**src/rtl/fetch_pkg.sv**
```systemverilog
// -----------------------------------------------------------------------------
// fetch_pkg
// Shared definitions for the instruction-fetch PC logic.
//   PC_WIDTH    : width of every program counter (64)
//   INSTR_BYTES : fetch stride in bytes (4)
//   TAG_WIDTH   : BTB tag width, PC bits 63:2
//   btb_entry_t : one branch-target-buffer entry (valid, tag, target)
//   pc_inc()    : sequential PC step, wraps modulo 2^PC_WIDTH
// -----------------------------------------------------------------------------
package fetch_pkg;

   localparam int PC_WIDTH    = 64;
   localparam int INSTR_BYTES = 4;
   localparam int TAG_WIDTH   = PC_WIDTH - 2;

   typedef struct packed {
      logic                 valid;
      logic [TAG_WIDTH-1:0] tag;
      logic [PC_WIDTH-1:0]  target;
   } btb_entry_t;

   // Plain unsigned add; the carry out of bit 63 is dropped so the top of the
   // address space wraps to 0.
   function automatic logic [PC_WIDTH-1:0] pc_inc(input logic [PC_WIDTH-1:0] pc);
      return pc + PC_WIDTH'(INSTR_BYTES);
   endfunction

endpackage

```
**src/rtl/fetch_pc_unit_btb_cam.sv**
```systemverilog
// -----------------------------------------------------------------------------
// btb_cam
// Fully-associative branch target buffer with FIFO replacement.
// Ports:
//   clk, resetl    : clock, asynchronous active-low reset (clears all valids,
//                    replacement pointer back to 0)
//   lookup_tag     : PC[63:2] being fetched (combinational lookup)
//   lookup_hit     : exactly one valid entry matches lookup_tag
//   lookup_target  : stored target of the matching entry (0 on no match)
//   upd_en         : a taken branch resolves this cycle
//   upd_tag        : PC[63:2] of the resolving branch
//   upd_target     : its actual target
// Lookup sees the contents before this cycle's update (no write bypass).
// -----------------------------------------------------------------------------
module btb_cam
   import fetch_pkg::*;
#(
   parameter int BTB_ENTRIES = 4
) (
   input  logic                 clk,
   input  logic                 resetl,
   input  logic [TAG_WIDTH-1:0] lookup_tag,
   output logic                 lookup_hit,
   output logic [PC_WIDTH-1:0]  lookup_target,
   input  logic                 upd_en,
   input  logic [TAG_WIDTH-1:0] upd_tag,
   input  logic [PC_WIDTH-1:0]  upd_target
);

   localparam int PTR_W = $clog2(BTB_ENTRIES);

   btb_entry_t             entry_reg [BTB_ENTRIES];
   logic [PTR_W-1:0]       ptr_reg;
   logic [PTR_W-1:0]       ptr_next;
   logic [BTB_ENTRIES-1:0] lookup_match;
   logic [BTB_ENTRIES-1:0] upd_match;
   logic [BTB_ENTRIES-1:0] wr_en;
   logic                   upd_hit;

   assign upd_hit = |upd_match;

   // A known branch only has its target refreshed; an unknown one takes the
   // slot under the FIFO pointer.
   generate
      for (genvar gi = 0; gi < BTB_ENTRIES; gi++) begin : g_entry
         assign lookup_match[gi] = entry_reg[gi].valid && (entry_reg[gi].tag == lookup_tag);
         assign upd_match[gi]    = entry_reg[gi].valid && (entry_reg[gi].tag == upd_tag);
         assign wr_en[gi]        = upd_en && (upd_hit ? upd_match[gi]
                                                      : (ptr_reg == PTR_W'(gi)));
      end
   endgenerate

   // One-hot test: non-zero and clearing the lowest set bit leaves nothing.
   assign lookup_hit = (lookup_match != '0) &&
                       ((lookup_match & (lookup_match - BTB_ENTRIES'(1))) == '0);

   always_comb begin
      lookup_target = '0;
      for (int i = 0; i < BTB_ENTRIES; i++) begin
         if (lookup_match[i]) begin
            lookup_target = lookup_target | entry_reg[i].target;
         end
      end
   end

   // Power-of-two depth, so the natural counter overflow is the modulo wrap.
   assign ptr_next = (upd_en && !upd_hit) ? ptr_reg + PTR_W'(1) : ptr_reg;

   always_ff @(posedge clk or negedge resetl) begin
      if (!resetl) begin
         for (int i = 0; i < BTB_ENTRIES; i++) begin
            entry_reg[i] <= '0;
         end
         ptr_reg <= '0;
      end else begin
         for (int i = 0; i < BTB_ENTRIES; i++) begin
            if (wr_en[i]) begin
               entry_reg[i] <= '{valid: 1'b1, tag: upd_tag, target: upd_target};
            end
         end
         ptr_reg <= ptr_next;
      end
   end

endmodule

```
**src/rtl/fetch_pc_unit.sv**
```systemverilog
// -----------------------------------------------------------------------------
// fetch_pc_unit
// Fetch program counter with MEM-stage redirect and optional BTB prediction.
// Build option: define FETCH_BTB_EN to include the branch target buffer
// (btb_cam). Without it there is no BTB storage and no predicted redirect.
// Parameters:
//   RESET_PC    : PC loaded while resetl is low
//   BTB_ENTRIES : BTB depth, power of two in 2..16
// Ports:
//   clk                : clock, all state on rising edge
//   resetl             : asynchronous active-low reset
//   stall_IF           : hold the PC
//   branch_predict     : taken prediction for pc_IF
//   mem_branch_valid   : a branch resolves in MEM this cycle
//   pc_MEM             : PC of that branch
//   branch_taken_MEM   : its actual outcome
//   branch_target_MEM  : its actual taken target
//   mispredict_MEM     : the earlier prediction was wrong
//   pc_IF              : registered fetch PC
//   predicted_taken_IF : fetch follows a BTB target this cycle
//   flush              : squash IF/ID, ID/EX and EX/MEM
// -----------------------------------------------------------------------------
module fetch_pc_unit
   import fetch_pkg::*;
#(
   parameter logic [63:0] RESET_PC    = 64'h0,
   parameter int          BTB_ENTRIES = 4
) (
   input  logic        clk,
   input  logic        resetl,
   input  logic        stall_IF,
   input  logic        branch_predict,
   input  logic        mem_branch_valid,
   input  logic [63:0] pc_MEM,
   input  logic        branch_taken_MEM,
   input  logic [63:0] branch_target_MEM,
   input  logic        mispredict_MEM,
   output logic [63:0] pc_IF,
   output logic        predicted_taken_IF,
   output logic        flush
);

   generate
      if ((BTB_ENTRIES < 2) || (BTB_ENTRIES > 16) ||
          ((BTB_ENTRIES & (BTB_ENTRIES - 1)) != 0)) begin : g_bad_btb_entries
         $error("fetch_pc_unit: BTB_ENTRIES must be a power of two in 2..16");
      end
   endgenerate

   logic [PC_WIDTH-1:0] pc_reg;
   logic [PC_WIDTH-1:0] pc_next;
   logic [PC_WIDTH-1:0] redirect_pc;
   logic [PC_WIDTH-1:0] btb_target;
   logic                btb_hit;
   logic                redirect;

   // Qualified by resetl so flush stays low while reset is held, whatever the
   // MEM-stage inputs happen to be.
   assign redirect    = mem_branch_valid & mispredict_MEM & resetl;
   assign redirect_pc = branch_taken_MEM ? branch_target_MEM : pc_inc(pc_MEM);

`ifdef FETCH_BTB_EN
   btb_cam #(
      .BTB_ENTRIES (BTB_ENTRIES)
   ) u_btb_cam (
      .clk           (clk),
      .resetl        (resetl),
      .lookup_tag    (pc_reg[PC_WIDTH-1:2]),
      .lookup_hit    (btb_hit),
      .lookup_target (btb_target),
      .upd_en        (mem_branch_valid & branch_taken_MEM),
      .upd_tag       (pc_MEM[PC_WIDTH-1:2]),
      .upd_target    (branch_target_MEM)
   );
`else
   assign btb_hit    = 1'b0;
   assign btb_target = '0;
`endif

   assign predicted_taken_IF = btb_hit & branch_predict & ~stall_IF & ~redirect;
   assign flush              = redirect;

   always_comb begin
      pc_next = pc_inc(pc_reg);
      if (redirect) begin
         pc_next = redirect_pc;
      end else if (stall_IF) begin
         pc_next = pc_reg;
      end else if (predicted_taken_IF) begin
         pc_next = btb_target;
      end
   end

   always_ff @(posedge clk or negedge resetl) begin
      if (!resetl) begin
         pc_reg <= RESET_PC;
      end else begin
         pc_reg <= pc_next;
      end
   end

   assign pc_IF = pc_reg;

endmodule

```
**config.mk**
```make
export PLATFORM = sky130hd
export DESIGN_NAME = fetch_pc_unit
export DESIGN_NICKNAME = d
export VERILOG_FILES = /design/src/rtl/fetch_pkg.sv /design/src/rtl/fetch_pc_unit_btb_cam.sv /design/src/rtl/fetch_pc_unit.sv
export SDC_FILE = /design/constraint.sdc
export NUM_CORES = 1
export LEC_CHECK = 0
export CAP_MARGIN = 40
export CORE_ASPECT_RATIO = 1.2
export CORE_MARGIN = 4
export CORE_UTILIZATION = 50
export DETAILED_ROUTE_END_ITERATION = 7
export PLACE_DENSITY = 0.95
export SETUP_SLACK_MARGIN = 0.05
export SYNTH_ARGS = -nofsm -noshare
export SYNTH_HDL_FRONTEND = slang
export SYNTH_SLANG_ARGS = --single-unit
export TNS_END_PERCENT = 1
```
**constraint.sdc**
```tcl
create_clock -name clk -period 5.69 [get_ports clk]
set_input_delay 0.8535 -clock clk [delete_from_list [all_inputs] [get_ports clk]]
set_output_delay 0.8535 -clock clk [all_outputs]
set_load 0.02 [all_outputs]
```
### Yosys cells after proc, flatten, opt, wreduce, memory -nomap -nowiden

Index checks and enable logic that the tools add are counted.

* bits in registers: 64
* input bits: 135
* output and inout bits: 66
* word-level logic and storage cells: 9

* add/subtract/negate cells: 2
* equal/unequal tests: 1
* multiplexer cells: 3
* bitwise operators: 2

Operators by type and width (number)
* 64-bit 2-to-1 mux: 3
* 64-bit by 3-bit adder with 64-bit output, second input constant: 2
* 1-bit bitwise AND: 2
* 2-bit by 1-bit != test with 1-bit output, second input constant: 1

### Logic depth before layout (Yosys ltp)

Gate-level depths: netlist of the first run.

* depth after elaboration: 3
* mapped depth: 9
* mapped depth without buffers: 7

### Worst setup path before layout of the first run

OpenSTA, ideal clock, no wires.

* kind: input to output
* start point: in resetl
* end point: out flush
* arrival time: 1.852 ns
* required time: 4.837 ns
* setup slack: 2.984 ns
* stages: 4
* buffers on the path: 2
* cells stage by stage: nand3_1 > clkinv_1 > clkbuf_1 > buf_1

* word-level cells in the longest chain between the ends: 1

RTL lines
* start: declaration: line fetch_pc_unit.sv:30 `input logic resetl,`
* 1-bit bitwise AND: line fetch_pc_unit.sv:59 `assign redirect = mem_branch_valid & mispredict_MEM & resetl;`
* end: declaration: line fetch_pc_unit.sv:40 `output logic flush`

Every way passes these cells.

### Worst setup path in the final report of the first run

* start point: in pc_MEM[2]
* end point: reg pc_reg[60] (netlist: pc_IF[60])

* word-level cells in the longest chain between the ends: 3

RTL lines
* start: declaration: line fetch_pc_unit.sv:34 `input logic [63:0] pc_MEM,`
* 64-bit by 3-bit adder with 64-bit output: line fetch_pkg.sv:25 `return pc + PC_WIDTH'(INSTR_BYTES);`
* 64-bit 2-to-1 mux: line fetch_pc_unit.sv:60 `assign redirect_pc = branch_taken_MEM ? branch_target_MEM : pc_inc(pc_MEM);`
* 64-bit 2-to-1 mux: line fetch_pc_unit.sv:85 `if (redirect) begin`
* end signal: assignment: line fetch_pc_unit.sv:98 `pc_reg <= pc_next;`
* end: declaration: line fetch_pc_unit.sv:50 `logic [PC_WIDTH-1:0] pc_reg;`

Every way passes these cells.
A chain may end at the register's enable or synchronous reset.

==> results.cfg, run 1 <==
[route]
drc = 0
ant_nets = 0
via_per_inst = 6.45
first_pass_iters = 6
wirelength_um = 19800
vias = 6397
detail_route.wl_per_cell_um = 20.0
first_iter_violations = 655

[power_and_ir_drop]
cellPowerDensity_nw_per_um2 = 251
power_switching_mw = 0.708
seq_power_share_pct = 34.6
p_clk_share_pct = 27.5
irDropWorstVdd_mv = 0.158
p_int_mw = 1.28
leakage_nw = 2.91
combPwrFrac_pct = 37.9
swShare_pct = 35.6

[global_routing]
antenna_found_initial = 0
grt_first_pass_wirelength_um = 31200
grtUsageTotal_pct = 29.5
grt_start_max_net_pins = 80
overflow = 0
first_global_vias = 6230

[floorplan]
die_h_um = 124
initial_core_util_pct = 51.0
row_count = 42
io_pins = 201
die_area_um2 = 13000
coreArea_um2 = 11000
dieWidth_um = 105

[job]
drv_cap = 0

[synthesis]
synth.distinct_cells = 65
syn_area_per_cell_um2 = 8.26
synth_top_flop_cell = dfrtp_1
ys.warnings.count = 0
synth-edff-count = 0
yosysSeqAreaShare_pct = 28.4
async_flop_share_pct = 100
syn_inst = 682
synth.ff_latch_count = 64
syn-num-nets = 819
synth_area_um2 = 5630

[critical_path]
start_kind = input port
worst-r2r-cell-count = 6
worstSetupPathType = input port to flop
timing.rr.start = pc_IF[7]
cp_cell_sequence = clkdlybuf4s50_1 -> ha_1 -> and3_1 -> nand4_1 -> nor3_2 -> nand4_1 -> xor2_1 -> a211oi_1
cp_slowest_stage_delay_ps = 920
critPathRequiredTime_ps = 5930
critical_path.top_delay_family = simple AND/OR/NAND/NOR gates
path_common_cell = nand4_1
timing.rr.end = pc_IF[63]
arrival_ps = 4150
crit_path_top_delay_cell = nor3_2
path_max_fanout = 13
endpoint_kind = flop
critical_path_buf_inv_count = 1
reg2reg_setup_slack_ps = 2670

[cells_and_area]
drive_gt1_share_pct = 6.40
instances_no_fill = 992
nFillCells = 819
syn_to_final_growth_pct = 40.6
diodes = 0
largest_reg_flops = 64
final_nets = 993

[min_path]
min_from = pc_IF[1]
whs_path_depth = 2
min_to = pc_IF[1]
hold_class = flop to flop

[clocking]
path_clk_slew_ps = 50
cts_setup_buffers = 0
clkSinkCount = 64
tritoncts = yes
cts.htree.levels = 3
insertion_delay_ps = 330
clock_path_buffers = 2
cts.repair.resized = 0
numCtsBuffers = 9
postCtsHoldBufs = 0
root_buffer = clkbuf_16

[timing]
slew_headroom_pct = 37.9
fin_skew_ps = 4.79
finalHoldViolCount = 0
rsz0062_at_grt = no
fin_crit_ps = 3910
max_freq_mhz = 256
finalSetupTns_ps = 0
drv_slew = 0
tightest_slew_ps = 927
setup_violations = 0
period_share_pct = 68.7

[placement]
post-place-cells = 977
place_congestion = 0.932
port_buffers = 198
dp.final_hpwl_um = 14800

[outcome]
run_status = completed
-- logic make-up after synthesis --
logic type	Yosys count	synth area share, %
AO/OA/AOI/OAI	134	15.7
XOR/XNOR	99	15.4
adder cells (fa/ha/maj)	2	0.444
buffers and inverters	58	4.46
flip-flops	64	28.4
multiplexers	25	4.49
other	1	0.0666
AND/OR/NAND/NOR	299	31.0
-- metal layers --
layer | routed length [um] | global-route usage [%] | up-vias
li1 | - | - | 2893
met1 | 7280 | 35.9 | 3003
met2 | 9750 | 49.6 | 419
met3 | 1950 | 5.24 | 82
met4 | 836 | 15.7 | 0
met5 | 0 | 0 | -
-- worst max path at each step --
stage                         start   endpoint  depth (start not counted)
after floorplan              resetl      flush                          4
after global placement    pc_MEM[2]  pc_IF[62]                          8
after detailed placement  pc_MEM[2]  pc_IF[60]                          8
after CTS                 pc_MEM[2]  pc_IF[60]                          8
after global routing      pc_MEM[2]  pc_IF[50]                          8
final                     pc_MEM[2]  pc_IF[60]                          8
-- power by group through the flow --
stage / sequential, mW / clock, mW / combinational [mW]
floorplan: 0.779 / 0 / 0.253
global placement: 0.683 / 0 / 0.732
detailed placement: 0.688 / 0 / 0.747
CTS: 0.682 / 0.548 / 0.752
global route: 0.699 / 0.568 / 0.799
finish: 0.687 / 0.545 / 0.753
-- cell type report --
type                    instances  area [um^2]  share of cell area [%]
clock buffers                  11          243                    3.06
clock inverters                 4         45.0                   0.569
inverters                      16         60.1                   0.758
multi-input cells             560         3780                    47.8
flip-flops and latches         64         1600                    20.2
well taps                     132          165                    2.08
repair buffers                205         2020                    25.5
-- worst min-delay path: stages (launching register included) --
cell	delay, ps
dfrtp_1	340
nand2_1	50
o21ai_0	60
-- layout by cell type, fill, tap and decap left out, types with 3 or more instances in the layout --
| cell type | n |
|---|---|
| or4_1 | 4 |
| inv_1 | 15 |
| nand4_1 | 33 |
| nand2_1 | 48 |
| nand4_2 | 5 |
| or3_1 | 5 |
| and4_1 | 13 |
| nor2b_1 | 3 |
| and3_1 | 21 |
| nor4_2 | 8 |
| clkbuf_16 | 9 |
| a211oi_1 | 8 |
| dfrtp_1 | 64 |
| xor2_1 | 52 |
| and2_1 | 4 |
| o21a_1 | 4 |
| o31a_1 | 4 |
| nand2b_1 | 5 |
| nand3_1 | 54 |
| buf_2 | 3 |
| a221oi_1 | 5 |
| o31ai_1 | 4 |
| nor2_1 | 44 |
| nor3_1 | 28 |
| mux2i_1 | 23 |
| buf_4 | 6 |
| o22ai_1 | 21 |
| a21oi_1 | 23 |
| o211ai_1 | 4 |
| o21ai_0 | 35 |
| clkdlybuf4s50_1 | 196 |
| xnor2_1 | 47 |
| clkinv_2 | 3 |
| nor4_1 | 10 |
| o221ai_1 | 4 |
| nor4_4 | 3 |
-- metrics by stage --
| stage | hold slack, ps | power [mW] | cell area (um^2) | worst slack (ps) | util (%) |
|---|---|---|---|---|---|
| 6_report | 484 | 1.99 | 7920 | 1780 | 71.8 |
| 5_1_grt | 526 | 2.07 | 7920 | 1580 | 71.8 |
| 4_1_cts | 487 | 1.98 | 7920 | 1860 | 71.8 |
| 3_5_place_dp | 476 | 1.43 | 7630 | 1510 | 69.2 |
| 3_3_place_gp | 477 | 1.41 | 7620 | 1550 | 69.1 |
| 2_1_floorplan | 558 | 1.03 | 5630 | 2980 | - |
-- Yosys cell counts, types with 2 or more instances --
cell type	instances	area, um^2
xnor2_1	47	412
nand4_1	33	206
buf_6	3	33.8
nor2_1	44	165
and4_1	13	114
a211oi_1	8	60.1
nand3_1	55	275
xor2_1	52	455
o21bai_1	2	15.0
nor4_1	10	62.6
nand4_2	5	62.6
ha_1	2	25.0
buf_1	8	30.0
a31o_2	2	17.5
nor3_4	2	32.5
and3_1	21	131
dfrtp_1	64	1600
nand2b_1	5	31.3
nand2_1	48	180
o22ai_1	21	131
nor4_4	3	63.8
or4_1	4	30.0
buf_2	6	30.0
o31a_1	4	35.0
o21ai_0	35	175
nor3_1	28	140
or3_1	5	31.3
nor4b_1	2	17.5
mux2_2	2	22.5
a21o_1	2	15.0
o221ai_1	4	35.0
and2_1	4	25.0
inv_1	15	56.3
o21a_1	4	30.0
a21oi_1	23	115
mux2i_1	23	230
a311oi_1	2	17.5
o211a_1	2	20.0
o211ai_1	4	30.0
nor4_2	8	100
a221oi_1	5	43.8
clkbuf_1	24	90.1
o31ai_1	4	30.0
nor2b_1	3	18.8
Note: power is estimated with default switching activity, not from simulation.
==> inputs of run 2 (changes only) <==
CORE_UTILIZATION = 42   (was 50)
PLACE_DENSITY = 0.89   (was 0.95)
clock period = 3.3 ns   (was 5.69 ns; I/O delays follow)
==> run 2 against run 1 <==
Compared with the run above:
- count of clock-buffer cells in the layout stayed put
- register-to-register slack worse by 1900 ps
- via count is 1.8% lower
- design area is 3.0% higher
- die area is 18% higher
- utilization is 9.9 points lower
- critical endpoint is now pc_IF[43]
==> results.cfg, run 2 (synthesis results as in run 1) <==
[outcome]
run_status = completed

[clocking]
numCtsBuffers = 9
tritoncts = yes
path_clk_slew_ps = 60
cts.repair.resized = 0
cts.htree.levels = 3
postCtsHoldBufs = 0
cts_setup_buffers = 0
clock_path_buffers = 2
clkSinkCount = 64
insertion_delay_ps = 340
root_buffer = clkbuf_16

[global_routing]
grt_start_max_net_pins = 44
antenna_found_initial = 3
first_global_vias = 5899
grtUsageTotal_pct = 25.8
grt_first_pass_wirelength_um = 31000
overflow = 0

[power_and_ir_drop]
seq_power_share_pct = 34.2
combPwrFrac_pct = 38.2
leakage_nw = 3.02
power_switching_mw = 1.22
p_clk_share_pct = 27.6
irDropWorstVdd_mv = 0.296
swShare_pct = 35.3
cellPowerDensity_nw_per_um2 = 423
p_int_mw = 2.23

[placement]
dp.final_hpwl_um = 15700
place_congestion = 0.916
port_buffers = 198
place_area_um2 = 7870

[timing]
drv_slew = 0
finalHoldViolCount = 0
fin_skew_ps = 9.28
period_share_pct = 83.7
slew_headroom_pct = 62.9
max_freq_mhz = 362
rsz0062_at_grt = no
finalSetupTns_ps = 0
fin_crit_ps = 2760
setup_violations = 0
tightest_slew_ps = 555

[floorplan]
coreArea_um2 = 13200
io_pins = 201
row_count = 46
dieWidth_um = 114
initial_core_util_pct = 42.7
die_area_um2 = 15300
die_h_um = 135

[cells_and_area]
drive_gt1_share_pct = 8.64
final_common_cell = clkdlybuf4s50_1
seq_area_um2 = 1600
syn_to_final_growth_pct = 44.8
stdcell_area_um2 = 8160
multi_input_comb_area_um2 = 3780
largest_reg_flops = 64
nFillCells = 1106
diodes = 0
layout_common_cells = 196 x clkdlybuf4s50_1, 64 x dfrtp_1, 54 x nand3_1
final_nets = 1016

[min_path]
hold_class = input port to asynchronous set/reset pin

[critical_path]
cp-startpoint = pc_MEM[10]
worst-r2r-cell-count = 6
endpoint_kind = flop
arrival_ps = 2970
start_kind = input port
path_max_fanout = 11
worstSetupPathType = input port to flop
critPathRequiredTime_ps = 3500
timing.rr.start = pc_IF[22]

[route]
first_pass_iters = 5
wirelength_um = 20200
vias = 6281
via_per_inst = 5.99
first_iter_violations = 383
ant_nets = 0
detail_route.wl_per_cell_um = 19.3
drc = 0

[job]
drv_cap = 0
## run 2: cell types whose count changed in the layout (fill, tap and decap cells not counted)
| cell | previous run | this run |
|---|---|---|
| buf_16 | 0 | 1 |
| clkinv_2 | 3 | 0 |
| buf_2 | 3 | 2 |
| buf_4 | 6 | 29 |
| clkbuf_8 | 1 | 2 |
| clkbuf_1 | 1 | 0 |
## run 2: worst paths after layout
check / end / slack [ps]
min in group clk: pc_IF[1] / 500
hold / removal: pc_IF[60] / 210
max in group asynchronous: pc_IF[7] / 2530
setup reg to reg: pc_IF[61] / 780
setup / recovery: pc_IF[43] / 540
hold reg to reg: pc_IF[1] / 500
## run 2: power groups by stage
stage	clock network [mW]	logic (mW)	registers, mW
after floorplan	0	0.437	1.34
after global placement	0	1.29	1.18
after detailed placement	0	1.31	1.18
after CTS	0.960	1.32	1.17
after global routing	0.994	1.40	1.21
final	0.951	1.32	1.18
## run 2: per-stage QoR
step | utilization, % | power, mW | instances | worst slack [ps] | hold WS, ps
4_1_cts | 61.9 | 3.46 | 1048 | 564 | 218
3_5_place_dp | 59.7 | 2.50 | 1036 | 215 | 483
5_1_grt | 61.9 | 3.60 | 1048 | 384 | 229
2_1_floorplan | - | 1.78 | 682 | 958 | 199
6_report | 61.9 | 3.45 | 1048 | 539 | 211
3_3_place_gp | 59.5 | 2.47 | 1035 | 219 | 463
## run 2: critical path, stage by stage
cell	delay, ps
clkdlybuf4s50_1	560
nand4_2	200
or4_4	690
or3_4	460
o31a_1	290
nor3_1	170
o22ai_1	100
## run 2: cell type report
cell class	count	area share, %
multi-input combinational	560	46.4
timing repair buffer	228	27.2
sequential	64	19.6
clock buffer	11	3.10
tap	168	2.58
inverter	16	0.736
clock inverter	1	0.368
## run 2: layer usage
layer | vias to the layer above | routed length (um) | global-route usage [%]
li1 | 2932 | - | -
met1 | 2961 | 7670 | 31.5
met2 | 319 | 9720 | 41.9
met3 | 63 | 2020 | 7.44
met4 | 6 | 787 | 11.8
met5 | - | 34 | 0
==> inputs of run 3 (changes only) <==
clock period = 2.4 ns   (was 3.3 ns; I/O delays follow)
==> run 3 against run 2 <==
Compared with the run above:
- die area is the same
- sequential power is 33% higher
- highest routed layer is now met4
- critical path type unchanged
- sequential share of layout area is 1.8 points lower
- largest cell class unchanged
- largest power group unchanged
- count of clock-buffer cells in the layout grew 3
==> results.cfg, run 3 (synthesis results as in run 1) <==
[clocking]
cts.htree.levels = 3
cts_setup_buffers = 0
tritoncts = yes
postCtsHoldBufs = 0
root_buffer = clkbuf_16
insertion_delay_ps = 340
clkSinkCount = 64
numCtsBuffers = 9
path_clk_slew_ps = 50
clock_path_buffers = 2

[placement]
dp.final_hpwl_um = 17100
place_congestion = 0.953
port_buffers = 198
pre_cts_ws_ps = -331
post-place-cells = 1128

[timing]
tightest_slew_ps = 541
rsz0062_at_grt = yes
setup_violations = 0
drv_slew = 0
finalSetupTns_ps = 0
slew_headroom_pct = 64.0
finalHoldViolCount = 0
fin_hold_ws_ps = 66.7
period_share_pct = 97.0
fin_crit_ps = 2330
fin_skew_ps = 7.50
max_freq_mhz = 430
fin_ws_ps = 73.2

[floorplan]
die_area_um2 = 15300
dieWidth_um = 114
die_h_um = 135
io_pins = 201
initial_core_util_pct = 42.7
coreArea_um2 = 13200
row_count = 46

[cells_and_area]
instances_no_fill = 1142
multi_input_comb_area_um2 = 3860
nFillCells = 1000
largest_reg_flops = 64
seq_area_um2 = 1600
diodes = 0
final_common_cell = clkdlybuf4s50_1
syn_to_final_growth_pct = 59.6
layout_common_cells = 192 x clkdlybuf4s50_1, 114 x buf_4, 64 x dfrtp_1
drive_gt1_share_pct = 18.4
final_nets = 1108

[global_routing]
met2_usage_pct = 48.6
grt_first_pass_wirelength_um = 34100
grt_start_max_net_pins = 56
grt_use_met1_pct = 33.1
first_global_vias = 6675
grtUsageTotal_pct = 28.2
antenna_found_initial = 0
overflow = 0
busiest_layer = met2
grt_use_met3_pct = 6.95

[route]
first_pass_iters = 6
drc = 0
via_per_inst = 5.93
vias = 6777
ant_nets = 0
first_iter_violations = 531
wirelength_um = 22500
detail_route.wl_per_cell_um = 19.7

[outcome]
run_status = completed

[critical_path]
worstSetupPathType = input port to flop
start_kind = input port
endpoint_kind = flop
arrival_ps = 2550
critPathRequiredTime_ps = 2630
path_max_fanout = 8

[power_and_ir_drop]
leakage_nw = 3.55
irDropWorstVdd_mv = 0.313
cellPowerDensity_nw_per_um2 = 549
power.total_mw = 4.93

[min_path]
hold_class = input port to asynchronous set/reset pin

[job]
drv_cap = 0
==> run 3: cell types whose count changed in the layout (fill, tap and decap cells not counted), moves of 3 or more <==
cell | previous run | this run
nor4_1 | 10 | 7
buf_12 | 0 | 4
dlymetal6s2s_1 | 0 | 4
clkdlybuf4s50_1 | 196 | 192
buf_6 | 0 | 3
buf_4 | 29 | 114
==> run 3: layout make-up <==
type                            instances  area share, %
Clock buffer                           14           3.05
Inverter                               16          0.668
Multi-Input combinational cell        560           43.0
Sequential cell                        64           17.8
Tap cell                              168           2.34
Timing Repair Buffer                  320           33.1
==> run 3: critical path: stages <==
cell and delay [ps]:
clkdlybuf4s50_1 480, nand4_1 150, or4_4 550, buf_6 170
nor4_4 270, xnor2_1 200, o21ai_1 100, o221a_2 260
==> run 3: power breakdown <==
part           switching, mW  leakage [nW]  internal, mW
clock                  0.482         0.135         0.773
combinational           1.03          2.65          1.08
sequential             0.269         0.763          1.31
total                   1.78          3.55          3.15
==> run 3: per-layer routing <==
metal	up-vias	share of wire, %
li1	3115	-
met5	-	0
met3	75	10
met2	408	50
met1	3179	36
met4	0	3.9
==> run 3: path summary, 6_finish.rpt <==
| check | slack [ps] | endpoint | cells past startpoint | startpoint |
|---|---|---|---|---|
| min reg2reg | 490 | pc_IF[0] | 2 | pc_IF[0] |
| max reg2reg | 130 | pc_IF[62] | 7 | pc_IF[7] |
| max in group asynchronous | 1780 | pc_IF[6] | 3 | resetl |
| min | 70 | pc_IF[54] | 2 | resetl |
| max | 70 | pc_IF[41] | 8 | pc_MEM[6] |
| min in group clk | 460 | pc_IF[1] | 3 | branch_taken_MEM |
==> run 3: through the flow <==
step           util, %  cell area, um^2
5_1_grt           68.2             8990
6_report          68.2             8990
2_1_floorplan        -             5630
3_5_place_dp      65.4             8610
4_1_cts           67.4             8890
3_3_place_gp      65.2             8590
==> run 3: timing repair <==
| item | in CTS | in global routing |
|---|---|---|
| pin swaps | 0 | 8 |
| setup endpoints to repair | 2 | 23 |
| gates resized for setup | 0 | 23 |
